`src/rtl/mem_port_arbiter_if.sv`:
```
// Bus bundle between the fetch requester, the data requester, the shared
// memory and the arbiter. The arbiter connects through the slave modport.
// The requester/memory environment connects through the master modport.
interface mem_port_arbiter_if #(
  parameter int XLEN       = 32,
  parameter int ADDR_WIDTH = 32
);
  // Fetch requester (read-only)
  logic                  if_req;
  logic [ADDR_WIDTH-1:0] if_addr;
  logic [XLEN-1:0]       if_rdata;
  logic                  if_ready;
  logic                  if_stall;

  // Data requester (read/write)
  logic                  dm_req;
  logic                  dm_we;
  logic [ADDR_WIDTH-1:0] dm_addr;
  logic [XLEN-1:0]       dm_wdata;
  logic [XLEN-1:0]       dm_rdata;
  logic                  dm_ready;
  logic                  dm_stall;

  // Single-port fixed-latency memory
  logic                  mem_req;
  logic                  mem_we;
  logic [ADDR_WIDTH-1:0] mem_addr;
  logic [XLEN-1:0]       mem_wdata;
  logic [XLEN-1:0]       mem_rdata;

  modport slave (
    input  if_req, if_addr,
    output if_rdata, if_ready, if_stall,
    input  dm_req, dm_we, dm_addr, dm_wdata,
    output dm_rdata, dm_ready, dm_stall,
    output mem_req, mem_we, mem_addr, mem_wdata,
    input  mem_rdata
  );

  modport master (
    output if_req, if_addr,
    input  if_rdata, if_ready, if_stall,
    output dm_req, dm_we, dm_addr, dm_wdata,
    input  dm_rdata, dm_ready, dm_stall,
    input  mem_req, mem_we, mem_addr, mem_wdata,
    output mem_rdata
  );
endinterface

```
`src/rtl/mem_port_arbiter.sv`:
```
// mem_port_arbiter: shares one single-port, fixed-latency memory between the
// fetch stage (IF, read-only) and the memory stage (DM, read/write).
// One transaction at a time: IDLE -> ISSUE -> WAIT (MEM_LATENCY cycles) -> RESP.
// Optional build macro ARB_ROUND_ROBIN_EN: ties in IDLE go to the requester
// that did not own the previous transaction; without it DM always beats IF.
module mem_port_arbiter #(
  parameter int XLEN        = 32,
  parameter int ADDR_WIDTH  = 32,
  parameter int MEM_LATENCY = 2
) (
  input  logic                 clk,
  input  logic                 rst,
  mem_port_arbiter_if.slave    bus,
  output logic                 busy
);

  localparam int CNT_W   = $clog2(MEM_LATENCY + 1);
  localparam int NUM_REQ = 2;

  typedef enum logic [1:0] {
    IDLE  = 2'd0,
    ISSUE = 2'd1,
    WAIT  = 2'd2,
    RESP  = 2'd3
  } state_t;

  // Slot index doubles as the generate index below: 0 = IF, 1 = DM.
  typedef enum logic {
    OWNER_IF = 1'b0,
    OWNER_DM = 1'b1
  } owner_t;

  state_t                state_reg, state_next;
  logic [CNT_W-1:0]      cnt_reg, cnt_next;
  owner_t                owner_reg, owner_next;
  logic                  we_reg, we_next;
  logic [ADDR_WIDTH-1:0] addr_reg, addr_next;
  logic [XLEN-1:0]       wdata_reg, wdata_next;
  owner_t                grant;

`ifdef ARB_ROUND_ROBIN_EN
  owner_t                last_owner_reg, last_owner_next;

  // Remember who completed last so the next tie goes to the other side
  always_comb begin
    last_owner_next = last_owner_reg;
    if (state_reg == RESP) begin
      last_owner_next = owner_reg;
    end
  end

  // last_owner register; IF after reset so the first tie favours DM
  always_ff @(posedge clk or negedge rst) begin
    if (!rst) begin
      last_owner_reg <= OWNER_IF;
    end else begin
      last_owner_reg <= last_owner_next;
    end
  end
`endif

  // Arbitration among the requests visible in this cycle
  always_comb begin
    grant = OWNER_IF;
    if (bus.dm_req && bus.if_req) begin
`ifdef ARB_ROUND_ROBIN_EN
      if (last_owner_reg == OWNER_IF) begin
        grant = OWNER_DM;
      end else begin
        grant = OWNER_IF;
      end
`else
      // DM holds the older instruction, so it wins a tie
      grant = OWNER_DM;
`endif
    end else if (bus.dm_req) begin
      grant = OWNER_DM;
    end
  end

  // Next-state logic and transaction latching
  always_comb begin
    state_next = state_reg;
    cnt_next   = cnt_reg;
    owner_next = owner_reg;
    we_next    = we_reg;
    addr_next  = addr_reg;
    wdata_next = wdata_reg;
    case (state_reg)
      IDLE: begin
        if (bus.if_req || bus.dm_req) begin
          owner_next = grant;
          if (grant == OWNER_DM) begin
            we_next    = bus.dm_we;
            addr_next  = bus.dm_addr;
            wdata_next = bus.dm_wdata;
          end else begin
            // Fetches never write; mem_wdata keeps its last value
            we_next    = 1'b0;
            addr_next  = bus.if_addr;
          end
          state_next = ISSUE;
        end
      end
      ISSUE: begin
        cnt_next   = CNT_W'(MEM_LATENCY - 1);
        state_next = WAIT;
      end
      WAIT: begin
        if (cnt_reg == '0) begin
          state_next = RESP;
        end else begin
          cnt_next = cnt_reg - 1'b1;
        end
      end
      RESP: begin
        state_next = IDLE;
      end
      default: begin
        state_next = IDLE;
      end
    endcase
  end

  // State and latched-transaction registers; reset aborts any transaction
  always_ff @(posedge clk or negedge rst) begin
    if (!rst) begin
      state_reg <= IDLE;
      cnt_reg   <= '0;
      owner_reg <= OWNER_IF;
      we_reg    <= 1'b0;
      addr_reg  <= '0;
      wdata_reg <= '0;
    end else begin
      state_reg <= state_next;
      cnt_reg   <= cnt_next;
      owner_reg <= owner_next;
      we_reg    <= we_next;
      addr_reg  <= addr_next;
      wdata_reg <= wdata_next;
    end
  end

  // Memory side: the strobe and write enable exist only in ISSUE; the
  // address/data registers only change when a new transaction is latched,
  // so they hold their last values outside ISSUE.
  assign bus.mem_req   = (state_reg == ISSUE);
  assign bus.mem_we    = (state_reg == ISSUE) && we_reg;
  assign bus.mem_addr  = addr_reg;
  assign bus.mem_wdata = wdata_reg;
  assign busy          = (state_reg != IDLE);

  // Per-requester response path: ready pulse and read-data holding register
  genvar gi;
  for (gi = 0; gi < NUM_REQ; gi++) begin : g_req
    localparam owner_t SLOT = (gi == 0) ? OWNER_IF : OWNER_DM;

    logic            ready;
    logic            capture;
    logic [XLEN-1:0] rdata_reg;

    assign ready   = (state_reg == RESP) && (owner_reg == SLOT);
    // mem_rdata is valid on the last WAIT cycle; writes leave rdata alone
    assign capture = (state_reg == WAIT) && (cnt_reg == '0) && !we_reg
                     && (owner_reg == SLOT);

    // Read-data register, held until the next read by this requester
    always_ff @(posedge clk or negedge rst) begin
      if (!rst) begin
        rdata_reg <= '0;
      end else if (capture) begin
        rdata_reg <= bus.mem_rdata;
      end
    end
  end

  assign bus.if_ready = g_req[0].ready;
  assign bus.if_rdata = g_req[0].rdata_reg;
  assign bus.dm_ready = g_req[1].ready;
  assign bus.dm_rdata = g_req[1].rdata_reg;

  // Stalls feed the pipeline freeze logic directly, hence combinational
  assign bus.if_stall = bus.if_req && !bus.if_ready;
  assign bus.dm_stall = bus.dm_req && !bus.dm_ready;

endmodule
```
`src/flat_wrapper.sv`:
```
// flat-port wrapper written by rule: the top's interface ports become plain ports
module mem_port_arbiter_flat 
#(
  parameter int XLEN        = 32,
  parameter int ADDR_WIDTH  = 32,
  parameter int MEM_LATENCY = 2
)
  (clk, rst, busy, bus_if_req, bus_if_addr, bus_if_rdata, bus_if_ready, bus_if_stall, bus_dm_req, bus_dm_we, bus_dm_addr, bus_dm_wdata, bus_dm_rdata, bus_dm_ready, bus_dm_stall, bus_mem_req, bus_mem_we, bus_mem_addr, bus_mem_wdata, bus_mem_rdata);
  mem_port_arbiter_if #(.XLEN(XLEN), .ADDR_WIDTH(ADDR_WIDTH)) bus_i ();
  input  logic clk;
  input  logic rst;
  output logic busy;
  input wire logic [$bits(bus_i.if_req)-1:0] bus_if_req;
  input wire logic [$bits(bus_i.if_addr)-1:0] bus_if_addr;
  output wire logic [$bits(bus_i.if_rdata)-1:0] bus_if_rdata;
  output wire logic [$bits(bus_i.if_ready)-1:0] bus_if_ready;
  output wire logic [$bits(bus_i.if_stall)-1:0] bus_if_stall;
  input wire logic [$bits(bus_i.dm_req)-1:0] bus_dm_req;
  input wire logic [$bits(bus_i.dm_we)-1:0] bus_dm_we;
  input wire logic [$bits(bus_i.dm_addr)-1:0] bus_dm_addr;
  input wire logic [$bits(bus_i.dm_wdata)-1:0] bus_dm_wdata;
  output wire logic [$bits(bus_i.dm_rdata)-1:0] bus_dm_rdata;
  output wire logic [$bits(bus_i.dm_ready)-1:0] bus_dm_ready;
  output wire logic [$bits(bus_i.dm_stall)-1:0] bus_dm_stall;
  output wire logic [$bits(bus_i.mem_req)-1:0] bus_mem_req;
  output wire logic [$bits(bus_i.mem_we)-1:0] bus_mem_we;
  output wire logic [$bits(bus_i.mem_addr)-1:0] bus_mem_addr;
  output wire logic [$bits(bus_i.mem_wdata)-1:0] bus_mem_wdata;
  input wire logic [$bits(bus_i.mem_rdata)-1:0] bus_mem_rdata;
  assign bus_i.if_req = bus_if_req;
  assign bus_i.if_addr = bus_if_addr;
  assign bus_if_rdata = bus_i.if_rdata;
  assign bus_if_ready = bus_i.if_ready;
  assign bus_if_stall = bus_i.if_stall;
  assign bus_i.dm_req = bus_dm_req;
  assign bus_i.dm_we = bus_dm_we;
  assign bus_i.dm_addr = bus_dm_addr;
  assign bus_i.dm_wdata = bus_dm_wdata;
  assign bus_dm_rdata = bus_i.dm_rdata;
  assign bus_dm_ready = bus_i.dm_ready;
  assign bus_dm_stall = bus_i.dm_stall;
  assign bus_mem_req = bus_i.mem_req;
  assign bus_mem_we = bus_i.mem_we;
  assign bus_mem_addr = bus_i.mem_addr;
  assign bus_mem_wdata = bus_i.mem_wdata;
  assign bus_i.mem_rdata = bus_mem_rdata;
  mem_port_arbiter #(.XLEN(XLEN), .ADDR_WIDTH(ADDR_WIDTH), .MEM_LATENCY(MEM_LATENCY)) u_core (.clk(clk), .rst(rst), .bus(bus_i), .busy(busy));
endmodule
```
`config.mk`:
```
export PLATFORM = sky130hd
export DESIGN_NAME = mem_port_arbiter_flat
export DESIGN_NICKNAME = d
export VERILOG_FILES = /design/src/rtl/mem_port_arbiter_if.sv /design/src/rtl/mem_port_arbiter.sv /design/src/flat_wrapper.sv
export SDC_FILE = /design/constraint.sdc
export NUM_CORES = 1
export LEC_CHECK = 0
export ABC_AREA = 1
export CORE_MARGIN = 2
export CORE_UTILIZATION = 45
export CTS_CLUSTER_SIZE = 20
export DETAILED_ROUTE_END_ITERATION = 10
export PLACE_DENSITY = 0.86
export RECOVER_POWER = 25
export SLEW_MARGIN = 20
export SYNTH_ARGS = -nofsm -noshare
export SYNTH_HDL_FRONTEND = slang
export SYNTH_SLANG_ARGS = --single-unit
export TNS_END_PERCENT = 1
```
`constraint.sdc`:
```
create_clock -name clk -period 3.1 [get_ports clk]
set_clock_uncertainty 0.05 [all_clocks]
set_input_delay 0.62 -clock clk [delete_from_list [all_inputs] [get_ports clk]]
set_output_delay 0.62 -clock clk [all_outputs]
set_load 0.005 [all_outputs]
```
==> impl_metrics.env <==
export IMPL_synth_area_mux_share=0
export IMPL_post_cts_buffers=0
export IMPL_fmax_mhz=392.7
export IMPL_min_period_over_period=0.8215
export IMPL_crit_path_end_kind="output pin"
export IMPL_syn_inst=709
export IMPL_post_dp_cell_area_mm2=0.008556
export IMPL_cts_root_buffer="clkbuf_16"
export IMPL_drt_initial_drc_count=453
export IMPL_setup_viol=0
export IMPL_first_pass_iters=4
export IMPL_max_cap_violations=1
export IMPL_start_util=0.4604
export IMPL_grt_overflow_total=0
export IMPL_dp_cells=1119
export IMPL_die_w_um=117.4
export IMPL_syn_cell_area_mm2=0.005787
export IMPL_place_congestion=0.8167
export IMPL_ys_seq_elements=134
export IMPL_holdCritStartpoint="u_core.bus.if_rdata[0]"
export IMPL_path_max_fanout=4
export IMPL_via_per_inst=4.775
export IMPL_die_y_um=117.4
export IMPL_worstHoldEndpoint="u_core.bus.if_rdata[0]"
export IMPL_routedWlPerCell_um=14.31
export IMPL_grt_pass1_vias=5425
export IMPL_synth_simple_area_share=0.3029
export IMPL_synth_top_family_by_area="simple AND/OR/NAND/NOR gates"
export IMPL_combPwrFrac=0.411
export IMPL_dp_hpwl_um=11710
export IMPL_timing_rr_start="u_core.state_reg[0]"
export IMPL_ff2ff_setup_slack_ns=0.80
export IMPL_cts_buffers=17
export IMPL_portBuffers=267
export IMPL_required_ns=2.43
export IMPL_ys_warn_count=0
export IMPL_status="finished, violations left"
export IMPL_fin_nets=1106
export IMPL_maxSlewViolCount=49
export IMPL_ios=268
export IMPL_drc=0
export IMPL_powerDensity_mw_per_mm2=986.2
export IMPL_antenna_found_initial=0
export IMPL_n_antenna_cell=0
export IMPL_synth_fa_ha_area_frac=0.01514
export IMPL_synth_top_area_frac=0.5795
export IMPL_ys_types=16
export IMPL_cts_buffer_depth=2
export IMPL_n_fill_cell=925
export IMPL_yosys_area_top_type="dfrtp_1"
export IMPL_cts_sink_count=134
export IMPL_cts_hold_buf=0
export IMPL_hp_class="reg2reg"
export IMPL_start_kind="register"
export IMPL_dieArea_mm2=0.01378
export IMPL_final_area_mm2=0.009218
export IMPL_htreeDepth=4
export IMPL_critPathArrivalTime_ns=1.88
export IMPL_cts_tree="done"
export IMPL_clk_pin_slew_worst_paths_ns=0.06
export IMPL_ff2ff_path_depth=8
export IMPL_slew_headroom=-0.4300
export IMPL_fin_cells=1150
export IMPL_synth_top_cells_by_area="dfrtp_1 58%, nand2_1 24%, nand3_1 5.7%"
export IMPL_switching_share=0.3214
export IMPL_min_period_ns=2.547
export IMPL_rows=41
export IMPL_worstMarginPinSlew_ns=2.145
export IMPL_peakVddDrop_mv=0.3826
export IMPL_violations="max-capacitance violations, max-slew violations"
export IMPL_grt_max_degree=64
export IMPL_synth_xor_area_frac=0
export IMPL_ys_seq_area_frac=0.5795
export IMPL_setup_tns_ns=0
export IMPL_r2r_end="u_core.bus.dm_rdata[19]"
export IMPL_grt_util_all_layers=0.2443
export IMPL_vias=5491
export IMPL_core_area_mm2=0.01257
export IMPL_intPower_mw=6.169
export IMPL_path_class="reg2out"
export IMPL_postRouteAntennaNets=0
export IMPL_power_frac_seq=0.342
export IMPL_worstSkewPairLatency_ns=0.41
export IMPL_syn_area_per_cell_um2=8.162
export IMPL_drive_gt1_frac=0.05112
export IMPL_hold_viol=0
export IMPL_hold_depth=2
export IMPL_wl_um=16450
export IMPL_p_clk_frac=0.247
export IMPL_cts_repair_resized=0
export IMPL_rsz0062_at_grt="no"
export IMPL_layout_commonest_cell="nand2_1"
export IMPL_syn_nets=849
export IMPL_leakage_nw=4.617
export IMPL_p_switching_mw=2.921
export IMPL_grt_pass1_wl_um=27030
export IMPL_synth_compound_area_share=0.03351
export IMPL_areaGrowthSynthToFinish_pct=59.29
export IMPL_mostFrequentLayoutCells="368 x nand2_1, 266 x clkdlybuf4s50_1, 134 x dfrtp_1, 66 x nand3_1, 45 x inv_1"
cell usage after synthesis, drive strengths merged:
library cell	n
clkbuf	7
nand2	370
buf	33
or2	1
dfrtp	134
nand3	66
o21ai	38
ha	7
nor2	6
inv	47
power groups by stage:
stage	Combinational, mW	Clock (mW)	Sequential (mW)
final	3.74	2.24	3.11
after global routing	4.14	2.35	3.22
after CTS	3.79	2.26	3.11
after detailed placement	3.76	0	3.12
after global placement	3.65	0	3.08
after floorplan	1.40	0	3.14
layout make-up:
class	instances	area (µm²)	share of cell area
clock buffers	20	466.7	0.05063
clock inverters	11	195.2	0.02118
inverters	47	176.4	0.01914
multi-input cells	488	2044	0.2218
flip-flops and latches	134	3353	0.3638
well taps	172	215.2	0.02335
repair buffers	278	2766	0.3001
worst max-delay path, cell delays in order, from the launching register on:
cell             delay [ns]
dfrtp_1                0.42
ha_1                   0.24
nand2_1                0.06
inv_1                  0.06
nor2_1                 0.16
clkdlybuf4s50_1        0.53
worst max-delay path by stage:
stage,cells after the start,startpoint,slack (ns),end
final,5,u_core.state_reg[0],0.55,bus_dm_stall
after global routing,2,rst,0.32,u_core.bus.dm_rdata[29]
after CTS,5,u_core.state_reg[1],0.50,bus_dm_stall
after detailed placement,4,bus_dm_req,0.54,bus_dm_stall
after global placement,4,bus_dm_req,0.54,bus_dm_stall
after floorplan,4,bus_dm_req,1.31,bus_dm_stall
kinds of logic after synthesis:
group | count (synthesis)
fa+ha+maj | 7
flops | 134
compound gates | 38
buf+inv | 87
simple gates | 443
through the flow:
stage                     setup slack, ns    util  hold WS (ns)  power (mW)
after floorplan                     1.308       -        0.2744       4.540
after global placement             0.5408  0.6807        0.4023       6.730
after detailed placement           0.5363  0.6807        0.4074       6.877
after CTS                          0.4958  0.7334       0.09585       9.155
after global routing               0.3187  0.7334        0.4416       9.707
final                              0.5534  0.7334        0.4194       9.090
routing by layer:
layer | GRT usage | vias to the layer above | wire (µm)
li1 | - | 2699 | -
met1 | 0.2952 | 2522 | 6867
met2 | 0.4200 | 240 | 8054
met3 | 0.06858 | 30 | 1167
met4 | 0.08509 | 0 | 365
met5 | 0 | - | 0
No activity file was read; power rests on OpenSTA's default activity.
